## src/rtl/dac_frame_spi_tx.sv

```systemverilog
// Sample FIFO feeding an SPI mode-0 serialiser: each 8-bit sample becomes a
// 16-bit DAC command frame {CMD, sample, 4'b0000}, sent MSB first.
module dac_frame_spi_tx #(
    parameter int unsigned FIFO_AW = 2,
    parameter int unsigned CLK_DIV = 2,
    parameter logic [3:0]  CMD     = 4'b0011
) (
    input  logic             clk_i,
    input  logic             rst_i,
    input  logic [7:0]       data_i,
    input  logic             data_in_valid_strobe_i,
    output logic             spi_clk_o,
    output logic             spi_mosi_o,
    output logic             spi_cs_o,
    output logic             busy_o,
    output logic             overflow_o,
    output logic [FIFO_AW:0] fill_level_o
);

    localparam int unsigned        DEPTH    = 1 << FIFO_AW;
    localparam logic [FIFO_AW:0]   FULL     = (FIFO_AW + 1)'(DEPTH);
    localparam logic [FIFO_AW:0]   FILL_ONE = (FIFO_AW + 1)'(1);
    localparam logic [FIFO_AW-1:0] PTR_ONE  = FIFO_AW'(1);
    localparam logic [7:0]         DIV_LAST = 8'(CLK_DIV - 1);

    typedef enum logic [2:0] {
        S_IDLE,
        S_LOW,
        S_HIGH,
        S_HOLD,
        S_GAP
    } state_t;

    state_t             state;
    logic [7:0]         mem [DEPTH];
    logic [FIFO_AW-1:0] wr_ptr;
    logic [FIFO_AW-1:0] rd_ptr;
    logic [15:0]        shreg;
    logic [3:0]         bcnt;
    logic [7:0]         div;

    logic               fifo_full;
    logic               pop;
    logic               push;
    logic               div_end;
    logic [15:0]        frame;

    // A strobe into a full FIFO is still accepted when the same edge pops.
    always_comb begin
        fifo_full = (fill_level_o == FULL);
        pop       = (state == S_IDLE) && (fill_level_o != '0);
        push      = data_in_valid_strobe_i && (!fifo_full || pop);
        div_end   = (div == DIV_LAST);
        frame     = {CMD, mem[rd_ptr], 4'b0000};
    end

    always_ff @(posedge clk_i) begin
        if (push) begin
            mem[wr_ptr] <= data_i;
        end
    end

    always_ff @(posedge clk_i) begin
        if (rst_i) begin
            wr_ptr       <= '0;
            rd_ptr       <= '0;
            fill_level_o <= '0;
            overflow_o   <= 1'b0;
        end else begin
            if (push) begin
                wr_ptr <= wr_ptr + PTR_ONE;
            end
            if (pop) begin
                rd_ptr <= rd_ptr + PTR_ONE;
            end
            if (push && !pop) begin
                fill_level_o <= fill_level_o + FILL_ONE;
            end else if (!push && pop) begin
                fill_level_o <= fill_level_o - FILL_ONE;
            end
            if (data_in_valid_strobe_i && !push) begin
                overflow_o <= 1'b1;
            end
        end
    end

    // shreg holds the bits still to be sent, so MOSI always comes from bit 15.
    always_ff @(posedge clk_i) begin
        if (rst_i) begin
            state      <= S_IDLE;
            spi_cs_o   <= 1'b1;
            spi_clk_o  <= 1'b0;
            spi_mosi_o <= 1'b0;
            busy_o     <= 1'b0;
            shreg      <= '0;
            bcnt       <= '0;
            div        <= '0;
        end else begin
            case (state)
                S_IDLE: begin
                    if (pop) begin
                        shreg      <= {frame[14:0], 1'b0};
                        spi_mosi_o <= frame[15];
                        bcnt       <= 4'd15;
                        div        <= '0;
                        spi_cs_o   <= 1'b0;
                        busy_o     <= 1'b1;
                        state      <= S_LOW;
                    end
                end
                S_LOW: begin
                    if (div_end) begin
                        div       <= '0;
                        spi_clk_o <= 1'b1;
                        state     <= S_HIGH;
                    end else begin
                        div <= div + 8'd1;
                    end
                end
                S_HIGH: begin
                    if (div_end) begin
                        div       <= '0;
                        spi_clk_o <= 1'b0;
                        if (bcnt == 4'd0) begin
                            state <= S_HOLD;
                        end else begin
                            spi_mosi_o <= shreg[15];
                            shreg      <= shreg << 1;
                            bcnt       <= bcnt - 4'd1;
                            state      <= S_LOW;
                        end
                    end else begin
                        div <= div + 8'd1;
                    end
                end
                S_HOLD: begin
                    if (div_end) begin
                        div        <= '0;
                        spi_cs_o   <= 1'b1;
                        spi_mosi_o <= 1'b0;
                        state      <= S_GAP;
                    end else begin
                        div <= div + 8'd1;
                    end
                end
                S_GAP: begin
                    if (div_end) begin
                        div    <= '0;
                        busy_o <= 1'b0;
                        state  <= S_IDLE;
                    end else begin
                        div <= div + 8'd1;
                    end
                end
                default: begin
                    state      <= S_IDLE;
                    spi_cs_o   <= 1'b1;
                    spi_clk_o  <= 1'b0;
                    spi_mosi_o <= 1'b0;
                    busy_o     <= 1'b0;
                    div        <= '0;
                end
            endcase
        end
    end

endmodule

```

## config.mk

```make
export PLATFORM = sky130hd
export DESIGN_NAME = dac_frame_spi_tx
export DESIGN_NICKNAME = d
export VERILOG_FILES = /design/src/rtl/dac_frame_spi_tx.sv
export SDC_FILE = /design/constraint.sdc
export NUM_CORES = 1
export LEC_CHECK = 0
export BUFFER_PORTS_ARGS = -buffer_cell sky130_fd_sc_hd__buf_2
export CORE_MARGIN = 1
export CORE_UTILIZATION = 49
export DETAILED_ROUTE_END_ITERATION = 12
export GPL_ROUTABILITY_DRIVEN = 0
export PLACE_DENSITY_LB_ADDON = 0.12
export REMOVE_ABC_BUFFERS = 1
export SYNTH_ARGS = -nofsm -noshare
export SYNTH_HDL_FRONTEND = slang
export SYNTH_SLANG_ARGS = --single-unit
```

## constraint.sdc

```tcl
create_clock -name clk_i -period 4.1 [get_ports clk_i]
set_input_delay 0.205 -clock clk_i [delete_from_list [all_inputs] [get_ports clk_i]]
set_output_delay 0.205 -clock clk_i [all_outputs]
set_load 0.05 [all_outputs]
```

==> summary.txt, run 1 <==
Power
  – PwrDens: 679 mW/mm^2
  – LEAKAGE: 1.25 nW
  – Peak VDD IR: 0.345 mV
  – Tot Pwr: 2.39 mW

Yosys
  – Post-synth EDFFs: 32
  – Synth area leaders: edfxtp_1 30%, dfxtp_1 25%, mux4_2 5.6%
  – Sequential-to-total area share from yosys stat: 54.9%
  – Post-synthesis area per instance: 11.6 um^2
  – Post-synth ARST share: 0%
  – Yosys warns: 0
  – Cell count after synthesis: 277
  – Register bit count reported by yosys: 72
  – Post-synthesis instance area: 0.00321 mm^2
  – Ys flop type: dfxtp_1
  – Yosys cell types: 48
  – Post-synth top area share: 30.0%
  – Area leader, netlist: edfxtp_1

Clock tree
  – Max clock buf depth: 2
  – Resize count post-CTS: 0
  – H-Tree Depth: 3
  – Count of hold-fix buffers inserted at cts: 0
  – Root buf cell: clkbuf_8
  – CTS sink count: 72
  – Total CTS buffers: 9
  – CTS tree: built
  – Worst-path clk slew: 80 ps
  – Setup repair bufs after CTS: 0
  – Clock Latency Late Sink: 340 ps

Timing
  – Slew headroom: 43.0%
  – Highest Clock Rate: 0.338 GHz
  – Max Slew Vio Count: 0
  – Clock Skew: 9.74 ps
  – Worst-margin pin slew: 851 ps
  – Setup TNS: 0 ps
  – Final setup viols: 0
  – Crit share post-route: 72.2%
  – RSZ-0062 raised after global routing: no
  – Hold Fails Final Rpt: 0
  – Tmin final: 2960 ps

Floorplanning
  – CORE AREA: 0.00635 mm^2
  – Starting Density: 50.5%
  – Die extent in x: 82.9 um
  – Die area: 0.00687 mm^2
  – Num ports: 19
  – Rows: 29
  – Die Y: 82.9 um

Worst setup path
  – CP Cell Sequence: nor3_1 -> nor2_4 -> inv_2 -> ha_1 -> inv_1 -> fa_1 -> xor2_1 -> or3_1 -> a21oi_1
  – WP data arrival: 3230 ps
  – Worst setup SP type: flop
  – Max stage delay on crit path: 690 ps
  – Reg-to-reg startpoint: fill_level_o[0]
  – Slowest stage cell, crit path: nor3_1
  – Reg2Reg Depth: 9
  – R2R Path End: fill_level_o[2]
  – Reg2reg setup slack: 1140 ps
  – Crit-path max FO: 17
  – CP Class: reg -> reg
  – Data required time at the worst endpoint: 4370 ps
  – Critical Path End Type: flop

Place
  – IO buf count: 18
  – Placed wire-length estimate: 3840 um
  – Placed cells: 356

Detailed routing
  – Via/cell ratio: 5.69
  – DR vias: 2117
  – Drt wl/cell: 15.8 um
  – 1st-iter DRT viols: 173
  – DR pass1 iterations: 5
  – Post-Route WL: 5860 um
  – Final ANT Viol Nets: 0
  – Residual DRC: 0

Cells and area
  – Nets@finish: 311
  – Non-Filler Instances: 372
  – Leading cell type in the layout, fill and taps excluded: dfxtp_1
  – Area growth syn-to-layout: 9.83%
  – Share of layout cells above drive strength 1: 18.6%
  – Final core occ: 55.5%
  – Most frequent cells in the layout: 40 x dfxtp_1, 32 x edfxtp_1, 25 x nor2_1, 21 x a21oi_1, 18 x buf_2
  – # diodes: 0

Worst hold path
  – Worst hold path startpoint: data_i[2]
  – Hold EP: mem[3][2]
  – Tightest Hold Check Type: in -> reg
  – Hold path depth: 1

Outcome
  – Status: complete, no violations

Global route
  – Pin count of the biggest net entering global routing: 25
  – First-pass GRT wire length: 9960 um
  – Grt total ovfl: 0
  – Initial antenna violation count: 0
  – Vias in the first global route: 2030
  – Gr usage total: 18.5%

Job
  – Maxcap violations: 0
## registers in the layout, summed over array words and instances (netlist names), named ones only
register and count:
mem 32, shreg 11, div 8, bcnt 4, fill_level_o 3, state 3
rd_ptr 2, wr_ptr 2, busy_o 1, overflow_o 1, spi_clk_o 1, spi_cs_o 1
spi_mosi_o 1
## kinds of logic after synthesis
logic type / synth area share, %
adder cells (fa/ha/maj): 4.13
XOR/XNOR: 3.28
buffers and inverters: 3.78
AND/OR/NAND/NOR: 13.7
multiplexers: 6.24
AO/OA/AOI/OAI: 14.0
flip-flops: 54.9
## power by group
part	switching (mW)	internal, mW
combinational	0.484	0.312
sequential	0.131	0.899
clock	0.281	0.286
## per-stage QoR
| stage | hold slack (ps) | instance area (um^2) | setup slack [ps] |
|---|---|---|---|
| after CTS | 57.4 | 3520 | 1130 |
| after global placement | 423 | 3320 | 1240 |
| after detailed placement | 424 | 3320 | 1160 |
| after global routing | 61.8 | 3520 | 933 |
| final | 75.5 | 3520 | 1140 |
| after floorplan | 274 | 3130 | 1330 |
## worst max-delay path, delay by kind of cell (launching register included)
family	cells	cell delay, ps
simple gates	3	1180
fa+ha+maj	2	620
compound gates	1	150
buf+inv	2	380
flops	1	380
xor+xnor	1	170
## routing by layer
layer	GRT usage (%)	share of wire [%]	vias to the layer above
met2	27.4	46	32
met3	5.86	3.1	6
met4	6.43	1.4	0
met5	0	0	-
met1	25.6	49	1024
li1	-	-	1055
## how the worst max path moves through the flow
stage	cells after the start	slack [ps]	end	from
after detailed placement	9	1160	fill_level_o[2]	fill_level_o[0]
after global routing	9	930	fill_level_o[2]	fill_level_o[0]
final	9	1140	fill_level_o[2]	fill_level_o[0]
after floorplan	9	1330	fill_level_o[2]	fill_level_o[0]
after global placement	9	1240	fill_level_o[2]	fill_level_o[0]
after CTS	9	1130	fill_level_o[2]	fill_level_o[0]
## synthesized netlist by cell type, drive strengths merged, types with 2 or more instances
| cell type | n |
|---|---|
| nor2 | 26 |
| nand4 | 4 |
| a31oi | 4 |
| buf | 8 |
| inv | 11 |
| xor2 | 6 |
| nor4b | 2 |
| o2111ai | 2 |
| nand3 | 11 |
| o31ai | 7 |
| or3 | 4 |
| nand2 | 13 |
| dfxtp | 40 |
| or3b | 2 |
| edfxtp | 32 |
| a21oi | 21 |
| nor3 | 8 |
| and2 | 6 |
| o221a | 2 |
| o211ai | 4 |
| xnor2 | 6 |
| clkbuf | 8 |
| mux2i | 2 |
| a211oi | 6 |
| mux4 | 8 |
| a2111oi | 2 |
| a22oi | 7 |
| o21ai | 5 |
| ha | 9 |
## area by class of cell
class | instances | area [um^2]
Fill cell | 536 | 2830
Sequential cell | 72 | 1760
Multi-Input combinational cell | 177 | 1330
Clock buffer | 9 | 124
Tap cell | 77 | 96.3
Timing Repair Buffer | 18 | 90.1
Clock inverter | 7 | 76.3
Inverter | 12 | 45.0
Note: power is estimated with default switching activity, not from simulation.
==> run 2: changes to the inputs <==
--- a/config.mk
+++ b/config.mk
@@ -5,6 +5,7 @@
 export SDC_FILE = /design/constraint.sdc
 export NUM_CORES = 1
 export LEC_CHECK = 0
+export ABC_AREA = 1
 export BUFFER_PORTS_ARGS = -buffer_cell sky130_fd_sc_hd__buf_2
 export CORE_MARGIN = 1
 export CORE_UTILIZATION = 49
==> constraint.sdc (replaced) <==
create_clock -name clk_i -period 2.96 [get_ports clk_i]
set_input_delay 0.148 -clock clk_i [delete_from_list [all_inputs] [get_ports clk_i]]
set_output_delay 0.148 -clock clk_i [all_outputs]
set_load 0.05 [all_outputs]
==> run 2 against run 1 <==
  * Utilization rose by 1.4 points
  * Largest power group is now combinational cells
  * Non-clock buffer count rose by 2
  * Sequential power rose by 32%
  * Worst setup slack got worse by 320 ps
  * Critical path depth rose by 3
  * Combinational power rose by 97%
  * Flip-flop and latch count did not move
  * Cell area rose by 4.2%
  * Synthesized cell count rose by 45%
  * Fmax rose by 39%
  * Clock-buffer cell count did not move
  * Highest routed layer unchanged
==> summary.txt, run 2 <==
Outcome
  – Status: complete, no violations

Timing
  – Max Slew Vio Count: 0 (unchanged)
  – Crit share post-route: 72.1% (-0.077 points)
  – Tmin final: 2130 ps (-825 ps)
  – Hold Fails Final Rpt: 0 (unchanged)
  – Setup TNS: 0 ps (unchanged)
  – Clock Skew: 8.63 ps (-1.11 ps)
  – Worst-margin pin slew: 787 ps (-64.3 ps)
  – Highest Clock Rate: 0.469 GHz (+39%)
  – Final setup viols: 0 (unchanged)
  – RSZ-0062 raised after global routing: no
  – Slew headroom: 47.4% (+4.3 points)

Detailed routing
  – Met2 wire len: 2900 um (+7.7%)
  – DR WL met3: 207 um (+13%)
  – 1st-iter DRT viols: 122 (-29%)
  – Via/cell ratio: 4.96 (-13%)
  – DR vias: 2502 (+18%)
  – DR pass1 iterations: 5 (unchanged)
  – Final ANT Viol Nets: 0 (unchanged)
  – Post-Route WL: 6140 um (+4.8%)
  – Drt wl/cell: 12.2 um (-23%)
  – Residual DRC: 0 (unchanged)
  – Metal1 wirelength: 2980 um (+2.8%)
  – Top sig layer: met4

Clock tree
  – Total CTS buffers: 9 (unchanged)
  – Worst-path clk slew: 90 ps (about the same)
  – H-Tree Depth: 3 (unchanged)
  – CTS tree: built
  – Root buf cell: clkbuf_8
  – CTS sink count: 72 (unchanged)
  – Clock Latency Late Sink: 350 ps (about the same)
  – Max clock buf depth: 2 (unchanged)

Worst setup path
  – Crit-path max FO: 9 (-8)
  – Worst setup SP type: flop
  – CP Class: reg -> reg
  – Critical Path End Type: flop
  – Reg2reg setup slack: 830 ps (-320 ps)
  – Data required time at the worst endpoint: 3240 ps (-1130 ps)
  – Reg2Reg Depth: 12 (+3)
  – WP data arrival: 2410 ps (-820 ps)

Cells and area
  – Nets@finish: 443 (+42%)
  – Leading cell type in the layout, fill and taps excluded: nor2_1
  – Max reg flops: 32 (unchanged)
  – Most frequent cells in the layout: 85 x nor2_1, 81 x nand2_1, 40 x dfxtp_1, 39 x inv_1, 37 x o21ai_0
  – Non-Filler Instances: 504 (+35%)
  – Top reg by flops: mem
  – Final core occ: 56.8% (+1.4 points)
  – # diodes: 0 (unchanged)
  – Area growth syn-to-layout: 9.64%
  – Fillers: 604 (+13%)
  – Regs by FF count: mem: 32 flops, shreg: 11 flops, div: 8 flops
  – Share of layout cells above drive strength 1: 11.7% (-6.9 points)

Yosys
  – Register bit count reported by yosys: 72 (unchanged)
  – Sequential-to-total area share from yosys stat: 52.6% (-2.3 points)
  – Synth area leaders: edfxtp_1 29%, dfxtp_1 24%, nor2_1 9.5%
  – Cell count after synthesis: 402 (+45%)
  – Most frequent cell after synthesis: nor2_1
  – Area leader, netlist: edfxtp_1
  – Post-synth top cells: 85 x nor2_1, 81 x nand2_1, 40 x dfxtp_1
  – Post-synthesis area per instance: 8.33 um^2 (-28%)
  – Post-synth EDFFs: 32 (unchanged)
  – Post-synth ARST share: 0% (unchanged)
  – Post-synth top area share: 28.7% (-1.3 points)
  – Post-synthesis instance area: 0.00335 mm^2 (+4.4%)
  – Yosys cell types: 28 (-42%)
  – Ys flop type: dfxtp_1
  – Yosys warns: 0 (unchanged)

Floorplanning
  – Die extent in x: 84.7 um (+2.1%)
  – Num ports: 19 (unchanged)
  – Rows: 29 (unchanged)
  – CORE AREA: 0.00646 mm^2 (+1.7%)
  – Die Y: 84.7 um (+2.1%)
  – Starting Density: 51.8% (+1.3 points)
  – Die area: 0.00717 mm^2 (+4.3%)

Job
  – Maxcap violations: 0 (unchanged)

Place
  – IO buf count: 18 (unchanged)
  – Placed wire-length estimate: 4200 um (+9.4%)
  – Placed cells: 487 (+37%)

Power
  – Peak VDD IR: 0.502 mV (+46%)
  – PwrDens: 997 mW/mm^2 (+47%)
  – Tot Pwr: 3.66 mW (+53%)
  – Comb power frac: 42.9% (+9.7 points)
  – Sequential Power Share: 37.2% (-5.8 points)
  – LEAKAGE: 1.57 nW (+25%)
  – Clk network pwr share: 19.9% (-3.8 points)
  – Sw frac: 43.7% (+6.3 points)
  – Pint: 2.06 mW (+38%)
  – Switch Pwr: 1.60 mW (+79%)

Global route
  – Initial antenna violation count: 0 (unchanged)
  – Pin count of the biggest net entering global routing: 24 (-4.0%)
  – Grt total ovfl: 0 (unchanged)
  – First-pass GRT wire length: 10800 um (+8.0%)
  – Gr usage total: 19.4% (+0.95 points)
  – Vias in the first global route: 2361 (+16%)

Worst hold path
  – Hold path depth: 1 (unchanged)
  – Tightest Hold Check Type: in -> reg
-- run 2: timing repair --
item	CTS	global route
gates resized for setup	0	0
hold buffers	1	0
endpoints found under the hold margin	4	0
setup buffers	0	0
setup endpoints to repair	0	0
-- run 2: logic make-up (layout without fill, tap and decap cells) --
family | count (synthesis) | in the layout | share of synthesized area (%)
buffers and inverters | 53 | 78 | 6.76
DFF | 72 | 72 | 52.6
xor gates and xnor gates | 3 | 3 | 0.785
AOI/OAI and AO/OA | 62 | 62 | 9.75
and+or+nand+nor | 202 | 202 | 26.1
adders and majority gates | 10 | 10 | 3.96
-- run 2: routing by layer --
layer | vias to the layer above | global-route usage [%]
li1 | 1339 | -
met1 | 1117 | 24.1
met2 | 42 | 32.5
met3 | 4 | 6.00
met4 | 0 | 6.01
met5 | - | 0
-- run 2: cell type report --
cell class / count / area [um^2] / share of cell area, %
repair buffers: 20 / 108 / 2.93
inverters: 42 / 158 / 4.29
clock buffers: 9 / 124 / 3.37
flip-flops and latches: 72 / 1760 / 48.0
well taps: 77 / 96.3 / 2.62
multi-input cells: 277 / 1360 / 37.0
clock inverters: 7 / 63.8 / 1.74
-- run 2: worst paths after layout --
kind / start / end
setup reg to reg: state[1] / fill_level_o[2]
hold reg to reg: overflow_o / overflow_o
setup / recovery: state[1] / fill_level_o[2]
hold / removal: data_i[0] / mem[3][0]
-- run 2: per-stage QoR --
stage / hold slack, ps / setup slack (ps) / area [um^2]
2_1_floorplan: 217 / 737 / 3280
4_1_cts: 0.368 / 823 / 3670
3_5_place_dp: 363 / 834 / 3470
3_3_place_gp: 367 / 913 / 3470
6_report: 21.1 / 827 / 3670
5_1_grt: 3.12 / 585 / 3670
-- run 2: worst max-delay path, cell delays in order, from the launching register on --
cell	delay, ps
dfxtp_1	390
nor2_4	160
nand2_2	110
nand2_1	90
nand2_1	160
inv_1	90
ha_1	140
inv_1	60
fa_1	380
o21ai_0	170
a21o_1	110
o21ai_0	70
a21oi_1	140
-- run 2: power groups by stage --
stage	sequential [mW]	combinational, mW	clock, mW
after floorplan	1.50	1.11	0
after global placement	1.38	1.54	0
after detailed placement	1.38	1.58	0
after CTS	1.36	1.59	0.744
after global routing	1.39	1.82	0.790
final	1.36	1.57	0.727
